## src/rtl/rgb_pwm_driver.sv

```systemverilog
// -----------------------------------------------------------------------------
// rgb_pwm_driver
//
// Turns the packed 24-bit `light` colour word into three PWM pins that drive a
// discrete RGB LED. A prescaler divides clk down to the PWM count rate. An
// 8-bit counter sweeps 0..255 once per period. Each channel is high while the
// counter is below that channel's latched duty.
//
// Duty values are latched only at the counter wrap, or continuously while the
// driver is disabled. A colour change from upstream therefore never cuts into
// a period that is already running. The first period after enable rises uses
// the colour that was present on the last disabled cycle.
//
// Optional feature (macro RGB_PWM_GAMMA_EN):
//   defined   : latched duty = (c*c) >> 8, a gamma ~2 perceptual curve
//   undefined : latched duty = c, linear
//
// Parameters:
//   PRESCALE    clk cycles per PWM count step (>= 1)
//   CNT_W       PWM counter width, equal to the colour field width (8)
//
// Ports:
//   clk          system clock, rising edge
//   rst          synchronous active-high reset
//   light[23:0]  packed colour: [23:16] red, [15:8] green, [7:0] blue
//   enable       1 = PWM running; 0 = pins low, counters held at zero
//   red          registered red PWM drive
//   green        registered green PWM drive
//   blue         registered blue PWM drive
//   period_done  single-cycle pulse when the PWM counter wraps
// -----------------------------------------------------------------------------
module rgb_pwm_driver #(
   parameter int PRESCALE = 1,
   parameter int CNT_W    = 8
) (
   input  logic              clk,
   input  logic              rst,
   input  logic [3*CNT_W-1:0] light,
   input  logic              enable,
   output logic              red,
   output logic              green,
   output logic              blue,
   output logic              period_done
);

   // The prescale counter needs at least one bit even when PRESCALE is 1.
   // In that case it sits at zero and every cycle is a tick.
   localparam int PRE_W = (PRESCALE > 1) ? $clog2(PRESCALE) : 1;
   localparam logic [PRE_W-1:0] PRE_MAX = PRE_W'(PRESCALE - 1);
   localparam logic [CNT_W-1:0] CNT_MAX = {CNT_W{1'b1}};

   // Map a raw colour field to the duty that gets latched. With gamma enabled
   // the square is taken at double width and its upper half is kept. That way
   // full scale (255) lands on 254 and small values collapse towards zero.
   function automatic logic [CNT_W-1:0] shape_duty(input logic [CNT_W-1:0] c);
`ifdef RGB_PWM_GAMMA_EN
      logic [2*CNT_W-1:0] sq;
      sq = (2*CNT_W)'(c) * (2*CNT_W)'(c);
      return sq[2*CNT_W-1:CNT_W];
`else
      return c;
`endif
   endfunction

   logic [PRE_W-1:0] pre_cnt_q, pre_cnt_d;
   logic [CNT_W-1:0] pwm_cnt_q, pwm_cnt_d;
   logic [CNT_W-1:0] duty_r_q, duty_r_d;
   logic [CNT_W-1:0] duty_g_q, duty_g_d;
   logic [CNT_W-1:0] duty_b_q, duty_b_d;
   logic             red_q, red_d;
   logic             green_q, green_d;
   logic             blue_q, blue_d;
   logic             period_done_q, period_done_d;

   logic             tick;
   logic             wrap;
   logic             load_duty;

   // Timing events. A tick marks the last clk cycle of one count step. The
   // wrap is the tick on which the counter leaves 255. That makes it the last
   // cycle of a PWM period and the only point where a new colour is taken
   // while running.
   always_comb begin
      tick      = (pre_cnt_q == PRE_MAX);
      wrap      = tick && (pwm_cnt_q == CNT_MAX);
      load_duty = wrap || !enable;
   end

   // Counter next state. Disabling parks both counters at zero. When enable
   // returns, the first period then starts cleanly at count 0. The PWM
   // counter relies on natural modulo-2^CNT_W wrap.
   always_comb begin
      pre_cnt_d = pre_cnt_q;
      pwm_cnt_d = pwm_cnt_q;
      if (!enable) begin
         pre_cnt_d = '0;
         pwm_cnt_d = '0;
      end else if (tick) begin
         pre_cnt_d = '0;
         pwm_cnt_d = pwm_cnt_q + 1'b1;
      end else begin
         pre_cnt_d = pre_cnt_q + 1'b1;
      end
   end

   // Duty latch. The light fields are sampled on the same edge that wraps the
   // counter, or on every edge while disabled. If light changes on the wrap
   // cycle itself, the new value is the one captured.
   always_comb begin
      duty_r_d = duty_r_q;
      duty_g_d = duty_g_q;
      duty_b_d = duty_b_q;
      if (load_duty) begin
         duty_r_d = shape_duty(light[3*CNT_W-1:2*CNT_W]);
         duty_g_d = shape_duty(light[2*CNT_W-1:CNT_W]);
         duty_b_d = shape_duty(light[CNT_W-1:0]);
      end
   end

   // Pin compare, taken from the pre-edge counter and duty. This gives one
   // cycle of latency from counter to pin. A duty of 255 can never reach
   // 100% because the counter also visits 255 itself. The period strobe is
   // suppressed while disabled.
   always_comb begin
      red_d         = enable && (pwm_cnt_q < duty_r_q);
      green_d       = enable && (pwm_cnt_q < duty_g_q);
      blue_d        = enable && (pwm_cnt_q < duty_b_q);
      period_done_d = enable && wrap;
   end

   // State registers. Reset is synchronous and overrides everything,
   // including enable and a period that is in progress.
   always_ff @(posedge clk) begin
      if (rst) begin
         pre_cnt_q     <= '0;
         pwm_cnt_q     <= '0;
         duty_r_q      <= '0;
         duty_g_q      <= '0;
         duty_b_q      <= '0;
         red_q         <= 1'b0;
         green_q       <= 1'b0;
         blue_q        <= 1'b0;
         period_done_q <= 1'b0;
      end else begin
         pre_cnt_q     <= pre_cnt_d;
         pwm_cnt_q     <= pwm_cnt_d;
         duty_r_q      <= duty_r_d;
         duty_g_q      <= duty_g_d;
         duty_b_q      <= duty_b_d;
         red_q         <= red_d;
         green_q       <= green_d;
         blue_q        <= blue_d;
         period_done_q <= period_done_d;
      end
   end

   assign red         = red_q;
   assign green       = green_q;
   assign blue        = blue_q;
   assign period_done = period_done_q;

endmodule

```

## config.mk

```make
export PLATFORM = sky130hd
export DESIGN_NAME = rgb_pwm_driver
export DESIGN_NICKNAME = d
export VERILOG_FILES = /design/src/rtl/rgb_pwm_driver.sv
export SDC_FILE = /design/constraint.sdc
export NUM_CORES = 1
export LEC_CHECK = 0
export CAP_MARGIN = 20
export CELL_PAD_IN_SITES_DETAIL_PLACEMENT = 0
export CELL_PAD_IN_SITES_GLOBAL_PLACEMENT = 1
export CORE_MARGIN = 5
export CORE_UTILIZATION = 41
export DETAILED_ROUTE_END_ITERATION = 16
export PLACE_DENSITY_LB_ADDON = 0.25
export SKIP_LAST_GASP = 1
export SYNTH_ARGS = -nofsm -noshare
export SYNTH_HDL_FRONTEND = slang
export SYNTH_SLANG_ARGS = --single-unit
```

## constraint.sdc

```tcl
create_clock -name clk -period 1.88 [get_ports clk]
set_input_delay 0.188 -clock clk [delete_from_list [all_inputs] [get_ports clk]]
set_output_delay 0.188 -clock clk [all_outputs]
set_load 0.02 [all_outputs]
```

# Word-level counts from Yosys, hierarchy flattened
# Cells that the tools add are included.
[word_totals] ff_bits=37 output_inout_bits=4 wordCells=26
[classes] n_addsub=2 n_lt_le_gt_ge=3 n_eq_ne=1 bitwise=2 reduce_logical=9
[ops] cell="$lt A8 B8 Y1" n=3
[ops] cell="$add A8 B1 Y8 const B" n=1
[ops] cell="$eq A8 B8 Y1 const B" n=1
[ops] cell="$logic_and A1 B1 Y1" n=5
[ops] cell="$reduce_or A3 Y1" n=1
[ops] cell="$not A1 Y1" n=2
[ops] cell="$reduce_or A2 Y1" n=1
[ops] cell="$add A1 B1 Y1 const B" n=1
[ops] cell="$logic_not A1 Y1" n=1
[ops] cell="$logic_or A1 B1 Y1" n=1

# Depth between registers and ports, before layout
# Gate-level depths: netlist (run 1).
[logic_depth] word_depth=3 depth_mapped=6

# Worst setup path after synthesis (run 1)
# OpenSTA, ideal clock, no wires.
[synth_path] path_kind="register to register" from="reg pwm_cnt_q[1]" to="reg duty_b_q[0]" setup_ns=0.118 arrival_ns=1.334 t_required_ns=1.762 path_slack_ns=0.428 path_stages_with_launch=7 path_buffers=2 period_less_slack_ns=1.452 cell_sequence="dfxtp_1 -> ha_1 -> nand3b_1 -> o31a_1 -> buf_6 -> buf_12 -> mux2i_1"
[synth_between] elab_chain_len=3
[synth_lines] item="start, declared" line="66" text="logic [CNT_W-1:0] pwm_cnt_q, pwm_cnt_d;"
[synth_lines] item="start signal, assigned" line="146" text="pwm_cnt_q <= pwm_cnt_d;"
[synth_lines] item="$eq A8 B8 Y1" line="85" text="wrap = tick && (pwm_cnt_q == CNT_MAX);"
[synth_lines] item="$logic_and A1 B1 Y1" line="85"
[synth_lines] item="$logic_or A1 B1 Y1" line="86" text="load_duty = wrap || !enable;"
[synth_lines] item="end signal, assigned" line="149" text="duty_b_q <= duty_b_d;"
[synth_lines] item="end, declared" line="69" text="logic [CNT_W-1:0] duty_b_q, duty_b_d;"
# No other way between the ends.
# A chain may end at the register's enable or synchronous reset.

# Final worst setup path (run 1)
[layout_path] from="reg pwm_cnt_q[0]" to="reg duty_r_q[1]"
[layout_between] elab_chain_len=3
[layout_lines] item="$eq A8 B8 Y1" line="85"
[layout_lines] item="$logic_and A1 B1 Y1" line="85"
[layout_lines] item="$logic_or A1 B1 Y1" line="86"
[layout_lines] item="end signal, assigned" line="147" text="duty_r_q <= duty_r_d;"
[layout_lines] item="end, declared" line="67" text="logic [CNT_W-1:0] duty_r_q, duty_r_d;"
# No other way between the ends.

==> results_dict.tcl, run 1 <==
set metrics [dict create \
    wl_mm 3.746 \
    synth-seq-cells 37 \
    cp.depth 5 \
    slew_viol_final 0 \
    max-cap-violations 0 \
    setup-tns-final_ns 0 \
    crit_slowest_cell "dfxtp_1" \
    arrival_ns 1.87 \
    drc 0 \
    syn_area_um2 2103 \
    area_growth_pct 20.88 \
    cts_buffer_depth 2 \
    slowest_delay_ns 0.49 \
    synth_top_flop_cell "dfxtp_1" \
    dp.final_hpwl_mm 2.793 \
    ys_seq_area_frac 0.3522 \
    wire_per_inst_um 11.63 \
    rsz0062_at_grt "no" \
    synthCells 219 \
    fin_nets 301 \
    holdWs_ns 0.4594 \
    yosysWarnings 0 \
    pin_count 31 \
    fillers 479 \
    grt_pass1_wl_mm 6.168 \
    die_y_um 81.63 \
    dp.cells 315 \
    start_util 0.4171 \
    grt_pass1_vias 1323 \
    cp-start-kind "flop" \
    hold_viol 0 \
    critPathBufInv 1 \
    power.density_nw_per_um2 641.6 \
    htree_levels 2 \
    path_clk_slew_ns 0.07 \
    status "completed" \
    multi_input_area_um2 1206 \
    stdcell_count 322 \
    dr.pass1.iters 4 \
    clock-sinks 37 \
    finalCritPeriodShare 0.9091 \
    worstSetupPathType "reg2reg" \
    max_freq_mhz 585.1 \
    cp.required_ns 2.05 \
    vias_per_cell 4.646 \
    drive_gt1_frac 0.05556 \
    portBuffers 30 \
    crit_chain "ha_1 > nand3b_1 > o31a_1 > buf_4 > mux2i_1" \
    peakVddDrop_uv 244.1 \
    cts_hold_buf 0 \
    dieArea_um2 6663 \
    vias 1496 \
    seq_area_um2 742.0 \
    cts_tree "built" \
    hold_class "in2reg" \
    crit_family "flip-flops" \
    overflow 0 \
    cp_max_fo 13 \
    antenna_found_initial 0 \
    min_period_ns 1.709 \
    rr_worst_depth 5 \
    synth_edf_count 0 \
    synthArstFlopShare 0 \
    syn_avg_cell_area_um2 9.604 \
    core-area_um2 5042 \
    num_rows 26 \
    clock_latency_ns 0.28 \
    detail-route-antenna-nets 0 \
    n_antenna_cell 0 \
    synth_nets 268 \
    synth_cell_types 29 \
    setup_viol 0 \
    gr-usage-all-layers 0.1223 \
    numCtsBuffers 5 \
    fin_util 0.5042 \
    skew_ns 0.004386 \
    grt_max_degree 49 \
    endpoint_kind "flop" \
    drt_iter0_markers 101 \
    holdPathStages 3 \
    p_leak_nw 1.071 \
    gp_congestion 0.7580 \
    clock-root-buffer "clkbuf_8" \
    die_w_um 81.63 \
]
==> Yosys cell counts (all sizes together) (4+ instances only) <==
master   number  share of area
ha           22           0.13
nand2b       52           0.15
mux2i        25           0.12
a2111oi       6          0.025
o31a          4          0.017
nor2          8          0.014
dfxtp        37           0.35
inv          22          0.039
clkbuf        6          0.011
nand4         4          0.015
==> timing repair <==
action,4_1_cts,5_1_grt
buffers inserted,0,0
resized for setup,0,1
setup endpoints to repair,0,1
==> cells in the final DEF (no fill, tap or decap) <==
| cell type | synthesis | layout |
|---|---|---|
| xnor2_1 | 1 | 1 |
| dfxtp_2 | 0 | 1 |
| nand2b_1 | 52 | 52 |
| a21o_1 | 3 | 3 |
| nand4b_1 | 2 | 2 |
| clkdlybuf4s50_1 | 0 | 30 |
| nor2_1 | 8 | 8 |
| a2111oi_0 | 6 | 6 |
| xor2_1 | 3 | 3 |
| o21ai_0 | 3 | 3 |
| mux2i_1 | 25 | 25 |
| ha_1 | 22 | 22 |
| inv_1 | 22 | 22 |
| clkbuf_8 | 0 | 6 |
| nand4_2 | 1 | 1 |
| o31a_1 | 4 | 4 |
| o21a_1 | 3 | 3 |
| nand3b_1 | 1 | 1 |
| buf_4 | 0 | 5 |
| or3_2 | 1 | 1 |
| nor2b_1 | 1 | 1 |
| nand3_1 | 1 | 1 |
| nor4_1 | 1 | 1 |
| clkbuf_1 | 6 | 1 |
| or3_1 | 2 | 2 |
| conb_1 | 1 | 1 |
| and4_1 | 3 | 3 |
| nand2_1 | 1 | 1 |
| a21oi_1 | 3 | 3 |
| nand4_1 | 3 | 3 |
| dfxtp_1 | 37 | 36 |
==> worst paths after layout <==
check | slack, ns | endpoint | from
worst max-delay path | 0.17 | duty_r_q[1] | pwm_cnt_q[0]
worst min-delay path | 0.46 | duty_b_q[5] | light[5]
worst max register to register | 0.17 | duty_r_q[1] | pwm_cnt_q[0]
worst min register to register | 0.48 | duty_b_q[5] | duty_b_q[5]
==> cell families (layout without fill, tap and decap cells) <==
family	after synthesis	after routing	synth area share
and+or+nand+nor	77	77	0.2278
xor gates and xnor gates	4	4	0.01666
buffers and inverters	31	64	0.07436
other	1	1	0.001783
AOI/OAI and AO/OA	22	22	0.07733
adders and majority gates	22	22	0.1309
DFF	37	37	0.3522
muxes	25	25	0.1190
==> stage by stage <==
stage / worst slack, ns / instance area, um2 / power (W)
floorplan: 0.4278 / 2103 / 0.001012
global placement: 0.1741 / 2455 / 0.001100
detailed placement: 0.1526 / 2455 / 0.001102
CTS: 0.1124 / 2541 / 0.001661
global route: 0.04098 / 2542 / 0.001716
finish: 0.1708 / 2542 / 0.001631
==> report_power, final <==
part | internal (W) | switching [W]
combinational | 0.000139 | 0.0000925
sequential | 0.000824 | 0.0000228
clock | 0.000291 | 0.000261
total | 0.00125 | 0.000377
==> flip-flops by register name, summed over array words and instances, names as in the netlist <==
register     count
duty_b_q         8
duty_r_q         8
pre_cnt_q        1
blue             1
period_done      1
duty_g_q         8
green            1
pwm_cnt_q        8
red              1
==> metal layers <==
layer,track usage,part of all wire,vias up,routed length (um)
met2,0.1832,0.43,26,1603
met1,0.1651,0.50,663,1882
met4,0.03987,0.014,0,51
met5,0,0,-,0
li1,-,-,802,-
met3,0.04057,0.056,5,209
==> layout make-up <==
class,count,area share
Inverter,22,0.03248
Tap cell,70,0.03445
Sequential cell,37,0.2918
Multi-Input combinational cell,151,0.4744
Timing Repair Buffer,35,0.1329
Clock buffer,7,0.03396
==> worst reg2reg max path, stage by stage (launching register included) <==
cell and delay (ns):
dfxtp_1 0.49, ha_1 0.24, nand3b_1 0.17, o31a_1 0.32
buf_4 0.22, mux2i_1 0.14
(Power assumes the default switching activity.)
==> run 2, diff against run 1 <==
--- a/config.mk
+++ b/config.mk
@@ -6,12 +6,13 @@
 export NUM_CORES = 1
 export LEC_CHECK = 0
 export CAP_MARGIN = 20
-export CELL_PAD_IN_SITES_DETAIL_PLACEMENT = 0
-export CELL_PAD_IN_SITES_GLOBAL_PLACEMENT = 1
+export CELL_PAD_IN_SITES_DETAIL_PLACEMENT = 1
+export CELL_PAD_IN_SITES_GLOBAL_PLACEMENT = 2
 export CORE_MARGIN = 5
-export CORE_UTILIZATION = 41
+export CORE_UTILIZATION = 34
 export DETAILED_ROUTE_END_ITERATION = 16
 export PLACE_DENSITY_LB_ADDON = 0.25
+export RECOVER_POWER = 25
 export SKIP_LAST_GASP = 1
 export SYNTH_ARGS = -nofsm -noshare
 export SYNTH_HDL_FRONTEND = slang
==> run 2 against run 1 <==
Core utilization is 7.5 points lower; combinational power is 3% higher; critical path type unchanged; sequential power hardly changed; cell count is 1.9% higher.
==> results_dict.tcl, run 2 (synthesis gave the netlist of run 1 again) <==
set metrics [dict create \
    wl_mm 4.359 \
    die_w_um 88.65 \
    gp_congestion 0.7284 \
    num_rows 28 \
    critPathBufInv 0 \
    overflow 0 \
    crit_slowest_cell "dfxtp_1" \
    die_y_um 88.65 \
    detail-route-antenna-nets 0 \
    layout_common_cells "52 x nand2b_1, 37 x dfxtp_1, 27 x clkdlybuf4s50_1" \
    p_leak_nw 1.082 \
    hold_viol 0 \
    min_from "light[10]" \
    fin_util 0.4290 \
    core-area_um2 5956 \
    clock_latency_ns 0.29 \
    skew_ns 0.007519 \
    rr_worst_depth 4 \
    cts_tree "built" \
    cts_resized 0 \
    drt_iter0_markers 54 \
    wire_per_inst_um 13.29 \
    vias_per_cell 4.738 \
    cts_hold_buf 0 \
    n_antenna_cell 0 \
    worstSetupPathType "reg2reg" \
    peakVddDrop_uv 346.6 \
    finalPower_w 0.001647 \
    slew_viol_final 0 \
    max_freq_mhz 612.9 \
    dp.final_hpwl_mm 3.180 \
    grt_max_degree 49 \
    rrSetupSlack_ns 0.25 \
    placed_area_um2 2469 \
    dp_slack_ns 0.2276 \
    cp-start-kind "flop" \
    status "completed" \
    hold_class "in2reg" \
    path_clk_slew_ns 0.07 \
    gr-usage-all-layers 0.1211 \
    fin_area_um2 2555 \
    layout_setup_ws_ns 0.2483 \
    pin_count 31 \
    final_common_cell "nand2b_1" \
    max-cap-violations 0 \
    worstSetupStartpoint "pwm_cnt_q[6]" \
    finalCritPeriodShare 0.8679 \
    arrival_ns 1.87 \
    area_growth_pct 21.48 \
    drc 0 \
    vias 1554 \
    crit_family "compound AO/OA/AOI/OAI gates" \
    start_util 0.3532 \
    r2r_end "green" \
    min_period_ns 1.632 \
    setup-tns-final_ns 0 \
    cts_buffer_depth 2 \
    power.density_nw_per_um2 644.6 \
    rsz0062_at_grt "no" \
    antenna_found_initial 0 \
    htree_levels 2 \
    portBuffers 30 \
    grt_pass1_wl_mm 7.148 \
    endpoint_kind "flop" \
    fillers 707 \
    setup_viol 0 \
    clock-sinks 37 \
    holdPathEnd "duty_g_q[2]" \
    cp_max_fo 6 \
    crit_chain "ha_1 > and4_1 > a2111oi_0 > o31a_1" \
    fin_nets 302 \
    holdPathStages 3 \
    dr.pass1.iters 4 \
    r2r_start "pwm_cnt_q[6]" \
    cp.required_ns 2.12 \
    cts_setup_buffers 0 \
    slowest_delay_ns 0.46 \
    clock-root-buffer "clkbuf_8" \
    dieArea_um2 7859 \
    grt_pass1_vias 1524 \
    drive_gt1_frac 0.05534 \
    numCtsBuffers 5 \
]
[run 2: worst max path at each step]
stage | endpoint | slack, ns | cells after the start
after floorplan | duty_b_q[0] | 0.43 | 6
after global placement | green | 0.27 | 4
after detailed placement | green | 0.23 | 4
after CTS | red | 0.25 | 4
after global routing | green | 0.06 | 4
final | green | 0.25 | 4
[run 2: layout make-up]
class / instances / area [um2] / area share
Tap cell: 75 / 93.84 / 0.03673
Sequential cell: 37 / 740.7 / 0.2899
Timing Repair Buffer: 36 / 345.3 / 0.1352
Inverter: 22 / 82.58 / 0.03232
Clock buffer: 7 / 86.33 / 0.03379
Multi-Input combinational cell: 151 / 1206 / 0.4721
[run 2: worst register-to-register path, cell delays in order, from the launching register on]
cell,delay [ns]
dfxtp_1,0.46
ha_1,0.31
and4_1,0.20
a2111oi_0,0.41
o31a_1,0.20
[run 2: where the power goes]
group,leakage [nW],total [W],switching [W],internal (W)
clock,0.0443,0.000564,0.000274,0.000291
sequential,0.304,0.000844,0.0000205,0.000824
combinational,0.734,0.000238,0.0000987,0.000139
[run 2: stage by stage]
| step | cells | hold slack (ns) |
|---|---|---|
| 6_report | 328 | 0.4583 |
| 5_1_grt | 328 | 0.4592 |
| 3_3_place_gp | 321 | 0.4627 |
| 3_5_place_dp | 321 | 0.4731 |
| 2_1_floorplan | 219 | 0.3401 |
| 4_1_cts | 328 | 0.4510 |
[run 2: per-layer routing]
| layer | vias up | part of all wire | track usage |
|---|---|---|---|
| li1 | 808 | - | - |
| met1 | 716 | 0.48 | 0.1489 |
| met2 | 26 | 0.46 | 0.2004 |
| met3 | 4 | 0.048 | 0.04004 |
| met4 | 0 | 0.0087 | 0.03709 |
| met5 | - | 0 | 0 |
